[src/rtl/alu_seq.sv]
// Multi-cycle shift / multiply sequencer driving an external 16-bit ALU.
// Optional macro ALU_SEQ_EARLY_EXIT_EN: MUL stops once the remaining multiplier is zero.
module alu_seq #(
    parameter int SHAMT_BITS = 4
) (
    input  logic        clk,
    input  logic        reset,
    input  logic        start,
    input  logic [2:0]  op,
    input  logic [15:0] opa,
    input  logic [15:0] opb,
    output logic        busy,
    output logic        done,
    output logic [15:0] result,
    output logic        zero,
    output logic [15:0] alu_a,
    output logic [15:0] alu_b,
    output logic [3:0]  alu_control,
    input  logic [15:0] alu_y
);

    typedef enum logic [1:0] {IDLE, RUN, DONE} state_t;

    localparam logic [2:0] OP_SHR  = 3'd1;
    localparam logic [2:0] OP_SAR  = 3'd2;
    localparam logic [2:0] OP_MUL  = 3'd3;
    localparam logic [3:0] CTL_ADD = 4'd0;
    localparam logic [3:0] CTL_SHL = 4'd6;
    localparam logic [3:0] CTL_SHR = 4'd7;
    localparam logic [3:0] CTL_SAR = 4'd8;

    state_t      state_reg, state_next;
    logic [2:0]  op_reg, op_next;
    logic [15:0] work_reg, work_next;
    logic [15:0] mcand_reg, mcand_next;
    logic [15:0] mplier_reg, mplier_next;
    logic [4:0]  count_reg, count_next;
    logic [4:0]  n_reg, n_next;
    logic [15:0] result_reg, result_next;
    logic        zero_reg, zero_next;

    logic        load_result;
    logic [15:0] load_value;
    logic [15:0] step_work;
    logic        last_step;

    always_ff @(posedge clk or posedge reset) begin
        if (reset) begin
            state_reg  <= IDLE;
            op_reg     <= 3'd0;
            work_reg   <= 16'd0;
            mcand_reg  <= 16'd0;
            mplier_reg <= 16'd0;
            count_reg  <= 5'd0;
            n_reg      <= 5'd0;
            result_reg <= 16'd0;
            zero_reg   <= 1'b0;
        end else begin
            state_reg  <= state_next;
            op_reg     <= op_next;
            work_reg   <= work_next;
            mcand_reg  <= mcand_next;
            mplier_reg <= mplier_next;
            count_reg  <= count_next;
            n_reg      <= n_next;
            result_reg <= result_next;
            zero_reg   <= zero_next;
        end
    end

    always_comb begin
        state_next  = state_reg;
        op_next     = op_reg;
        work_next   = work_reg;
        mcand_next  = mcand_reg;
        mplier_next = mplier_reg;
        count_next  = count_reg;
        n_next      = n_reg;
        result_next = result_reg;
        zero_next   = zero_reg;
        alu_a       = 16'd0;
        alu_b       = 16'd0;
        alu_control = CTL_ADD;
        load_result = 1'b0;
        load_value  = 16'd0;
        step_work   = work_reg;
        last_step   = 1'b0;

        case (state_reg)
            IDLE: begin
                if (start) begin
                    op_next     = op;
                    count_next  = 5'd0;
                    work_next   = opa;
                    mcand_next  = opa;
                    mplier_next = opb;
                    if (op == OP_MUL) begin
                        work_next  = 16'd0;
                        n_next     = 5'd16;
                        state_next = RUN;
`ifdef ALU_SEQ_EARLY_EXIT_EN
                        if (opb == 16'd0) begin
                            state_next  = DONE;
                            load_result = 1'b1;
                            load_value  = 16'd0;
                        end
`endif
                    end else if (op <= OP_SAR) begin
                        n_next = 5'(opb[SHAMT_BITS-1:0]);
                        if (opb[SHAMT_BITS-1:0] == '0) begin
                            state_next  = DONE;
                            load_result = 1'b1;
                            load_value  = opa;
                        end else begin
                            state_next = RUN;
                        end
                    end else begin
                        // Reserved ops finish immediately with a zero result.
                        state_next  = DONE;
                        load_result = 1'b1;
                        load_value  = 16'd0;
                    end
                end
            end

            RUN: begin
                alu_a      = work_reg;
                count_next = count_reg + 5'd1;
                last_step  = (count_next == n_reg);
                if (op_reg == OP_MUL) begin
                    alu_b       = mcand_reg;
                    alu_control = CTL_ADD;
                    step_work   = mplier_reg[0] ? alu_y : work_reg;
                    mcand_next  = mcand_reg << 1;
                    mplier_next = mplier_reg >> 1;
`ifdef ALU_SEQ_EARLY_EXIT_EN
                    if (mplier_next == 16'd0)
                        last_step = 1'b1;
`endif
                end else begin
                    step_work = alu_y;
                    case (op_reg)
                        OP_SHR:  alu_control = CTL_SHR;
                        OP_SAR:  alu_control = CTL_SAR;
                        default: alu_control = CTL_SHL;
                    endcase
                end
                work_next = step_work;
                if (last_step) begin
                    state_next  = DONE;
                    load_result = 1'b1;
                    load_value  = step_work;
                end
            end

            DONE: state_next = IDLE;

            default: state_next = IDLE;
        endcase

        if (load_result) begin
            result_next = load_value;
            zero_next   = (load_value == 16'd0);
        end
    end

    assign busy   = (state_reg == RUN);
    assign done   = (state_reg == DONE);
    assign result = result_reg;
    assign zero   = zero_reg;

endmodule

[config.mk]
export PLATFORM = sky130hd
export DESIGN_NAME = alu_seq
export DESIGN_NICKNAME = d
export VERILOG_FILES = /design/src/rtl/alu_seq.sv
export SDC_FILE = /design/constraint.sdc
export NUM_CORES = 1
export LEC_CHECK = 0
export BUFFER_PORTS_ARGS = -buffer_cell sky130_fd_sc_hd__clkbuf_2
export CAP_MARGIN = 30
export CORE_MARGIN = 3
export CORE_UTILIZATION = 50
export CTS_BUF_LIST = sky130_fd_sc_hd__clkbuf_4 sky130_fd_sc_hd__clkbuf_8
export DETAILED_ROUTE_END_ITERATION = 8
export PLACE_DENSITY_LB_ADDON = 0.08
export REMOVE_ABC_BUFFERS = 1
export SYNTH_ARGS = -nofsm -noshare
export SYNTH_HDL_FRONTEND = slang
export SYNTH_SLANG_ARGS = --single-unit
[constraint.sdc]
create_clock -name clk -period 2.4 [get_ports clk]
set_input_delay 0.48 -clock clk [delete_from_list [all_inputs] [get_ports clk]]
set_output_delay 0.48 -clock clk [all_outputs]
set_load 0.05 [all_outputs]
==> impl_metrics.csv <==
group,metric,value,unit
sta,fin_worst_skew,16.04,ps
setup_path,reg2reg_to,"result[7]$_DFFE_PP0P_",
final_layout,drive_gt1_frac,0.2813,
power,power_density,1312,nW/µm²
placement,place_ws,308.0,ps
detailed_routing,drtIter0Drc,252,
placement,dp.final_hpwl,8.241,mm
job,maxCapViolCount,0,
detailed_routing,drt_wl_total,11.22,mm
sta,hold_violations,0,
setup_path,cp-end-kind,"primary output",
sta,slew_violations,0,
final_layout,antenna_cells,0,
setup_path,startpoint_type,"flop",
detailed_routing,vias,3826,
power,ir_drop,0.6965,mV
sta,setup_viol,0,
floorplanning,initial_core_util,0.5197,
floorplanning,floorplan.rows,33,
global_route,grt_usage,0.2394,
floorplanning,dieArea,9731,µm²
setup_path,crit_path_max_fanout,17,
setup_path,max_stage_delay,400,ps
sta,fmax,0.4291,GHz
power,seq_power_share,0.337,
final_layout,area_growth,25.28,%
cts,ctsLongestPathBuffers,2,
yosys,synth_top_area_share,0.4665,
yosys,synth_seq_cells,80,
setup_path,worst-path-buf-inv,1,
cts,cts_setup_buffers,0,
placement,dpl-instance-area,5174,µm²
sta,fin_crit_sh,0.9711,
placement,portBuffers,108,
sta,slew_headroom,0.5474,
setup_path,cpMaxStageDelayCell,"dfrtp_1",
cts,htreeDepth,3,
global_route,grt_pass1_vias,3731,
yosys,syn_avg_cell_area,8.997,µm²
detailed_routing,first_pass_iters,5,
global_route,grt_max_degree,53,
yosys,synth.area.top_cells,"dfrtp_1 (47%), nand2_1 (9.6%), and2_1 (4.7%)",
cts,cts-root-buf,"clkbuf_8",
yosys,synth_top_cell_by_area,"dfrtp_1",
power,power.switching,3313,µW
setup_path,crit_required,1920,ps
detailed_routing,drcViolationCount,0,
setup_path,cp_top_family,"simple AND/OR/NAND/NOR gates",
cts,cts_buffers,9,
floorplanning,core,8258,µm²
final_layout,layout.nets,633,
yosys,postSynth.asyncResetShare,1.000,
floorplanning,die_h,98.65,µm
yosys,yosys_most_used_dff,"dfrtp_1",
global_route,grt_pass1_wl,18.71,mm
cts,clkLatencyLatePin,350,ps
hold_path,hp-class,"input pin to async pin",
power,p_int,3739,µW
yosys,synthDistinctLibCells,47,
sta,finalSetupTns,0,ps
power,swShare,0.4698,
power,leakage,0.002467,µW
setup_path,critPathArrivalTime,1850,ps
yosys,ys_warn_count,0,
final_layout,postLayoutCellArea,5376,µm²
yosys,syn_inst,477,
global_route,grt_overflow,0,
yosys,seq_area_frac_synth,0.4665,
final_layout,nFillCells,700,
setup_path,critPathKind,"flop to primary output",
sta,rsz0062_at_grt,"yes",
setup_path,reg2reg_from,"count_reg[0]$_DFFE_PP0P_",
floorplanning,die_width,98.65,µm
yosys,syn_area,4292,µm²
cts,clock-sinks,80,
cts,clkTransAtPathRegs,80,ps
sta,post-route-min-period,2331,ps
setup_path,path_cells,"nor2b_1 > and3_2 > and2_1 > clkbuf_2",
detailed_routing,antenna_left,0,
setup_path,cp-startpoint,"op_reg[2]$_DFFE_PP0P_",
sta,worst_slew_pin_slew,678.2,ps
setup_path,r2r_cells,7,
detailed_routing,wl_per_cell,16.31,µm
power,pwr-share-clk,0.144,
placement,gp_congestion,0.8387,
power,combPwrFrac,0.519,
global_route,grt_antenna_before_repair,0,
outcome,status,"finished clean",
yosys,synth_edf_count,0,
sta,setup_slack,69.38,ps
floorplanning,boundaryPins,109,
setup_path,cp.depth,4,
setup_path,crit_path_end,"alu_b[5]",
detailed_routing,vias_per_cell,5.561,
cts,cts_tree,"yes",
setup_path,r2r_setup_slack,410,ps
[kinds of logic after synthesis]
group           after synthesis  share of synthesized area
compound gates              106                     0.1793
mux                          19                    0.04519
flops                        80                     0.4665
xor+xnor                      6                    0.01545
buf+inv                      54                    0.05948
simple gates                211                     0.2312
fa+ha+maj                     1                   0.002915
[layout make-up]
cell class | count | area, µm² | share of cell area
clock buffer | 11 | 145.1 | 0.02700
multi-input combinational | 343 | 2036 | 0.3786
inverter | 19 | 72.57 | 0.01350
clock inverter | 5 | 56.30 | 0.01047
tap | 105 | 131.4 | 0.02444
sequential | 80 | 2002 | 0.3724
timing repair buffer | 125 | 933.4 | 0.1736
[metrics by stage]
| step | cells | power (µW) | hold WS (ps) | utilization |
|---|---|---|---|---|
| after CTS | 688 | 7073 | 131.2 | 0.6511 |
| after global routing | 688 | 7557 | 153.2 | 0.6511 |
| final | 688 | 7052 | 122.0 | 0.6511 |
| after global placement | 671 | 5949 | 491.1 | 0.6256 |
| after detailed placement | 672 | 6058 | 492.9 | 0.6265 |
| after floorplan | 442 | 4864 | 469.2 | - |
[cells in the final DEF (no fill, tap or decap), types with 16 or more instances in the layout]
cell type	instances
nand2_1	110
a31oi_1	31
inv_1	18
nor2_1	36
and2_1	32
mux2i_1	16
buf_12	18
a22oi_1	17
dfrtp_1	80
clkbuf_2	92
o21ai_0	26
[worst min-delay path by stage]
stage	start	end	cells past startpoint
after CTS	reset	mplier_reg[6]$_DFFE_PP0P_	2
after detailed placement	n_reg[1]$_DFFE_PP0P_	n_reg[1]$_DFFE_PP0P_	2
final	reset	mplier_reg[6]$_DFFE_PP0P_	2
after global placement	n_reg[4]$_DFFE_PP0P_	n_reg[4]$_DFFE_PP0P_	2
after global routing	reset	mplier_reg[6]$_DFFE_PP0P_	2
after floorplan	n_reg[1]$_DFFE_PP0P_	n_reg[1]$_DFFE_PP0P_	2
[worst register-to-register path, delay by kind of cell (launching register included)]
| family | cells | cell delay [ps] |
|---|---|---|
| flip-flops | 1 | 420 |
| adder cells (fa/ha/maj) | 1 | 320 |
| AO/OA/AOI/OAI | 5 | 950 |
| buffers and inverters | 1 | 180 |
[power by group through the flow]
stage / Combinational (µW) / Sequential, µW / Clock (µW)
3_3_place_gp: 3580 / 2370 / 0
2_1_floorplan: 2390 / 2470 / 0
6_report: 3660 / 2370 / 1020
3_5_place_dp: 3670 / 2390 / 0
5_1_grt: 4010 / 2450 / 1090
4_1_cts: 3680 / 2360 / 1030
[cell usage after synthesis (2+ instances only)]
| cell type | n |
|---|---|
| a21o_1 | 2 |
| a22oi_1 | 17 |
| a31oi_1 | 31 |
| and2_1 | 32 |
| and3_1 | 2 |
| buf_2 | 14 |
| buf_4 | 3 |
| clkbuf_1 | 16 |
| dfrtp_1 | 80 |
| inv_1 | 19 |
| mux2_2 | 3 |
| mux2i_1 | 16 |
| nand2_1 | 110 |
| nand2b_1 | 4 |
| nand4_1 | 3 |
| nor2_1 | 36 |
| nor2b_1 | 2 |
| nor3b_4 | 2 |
| nor4_1 | 12 |
| o21ai_0 | 26 |
| o21ai_1 | 3 |
| o221ai_1 | 8 |
| o221ai_2 | 9 |
| xnor2_1 | 3 |
| xor2_1 | 2 |
[layer usage]
layer / track usage / wire length [µm] / share of wire / vias up
li1: - / - / - / 1856
met1: 0.3384 / 5105 / 0.46 / 1854
met2: 0.3791 / 5416 / 0.48 / 107
met3: 0.04246 / 586 / 0.052 / 9
met4: 0.07248 / 109 / 0.0097 / 0
met5: 0 / 0 / 0 / -
[repair_timing]
item / 4_1_cts / 5_1_grt
hold buffers: 0 / 0
gates resized for setup: 1 / 0
endpoints found under the hold margin: 0 / 0
cloned: 0 / 0
endpoints found under the setup margin: 16 / 4
Power figures use the tool's default switching activity.
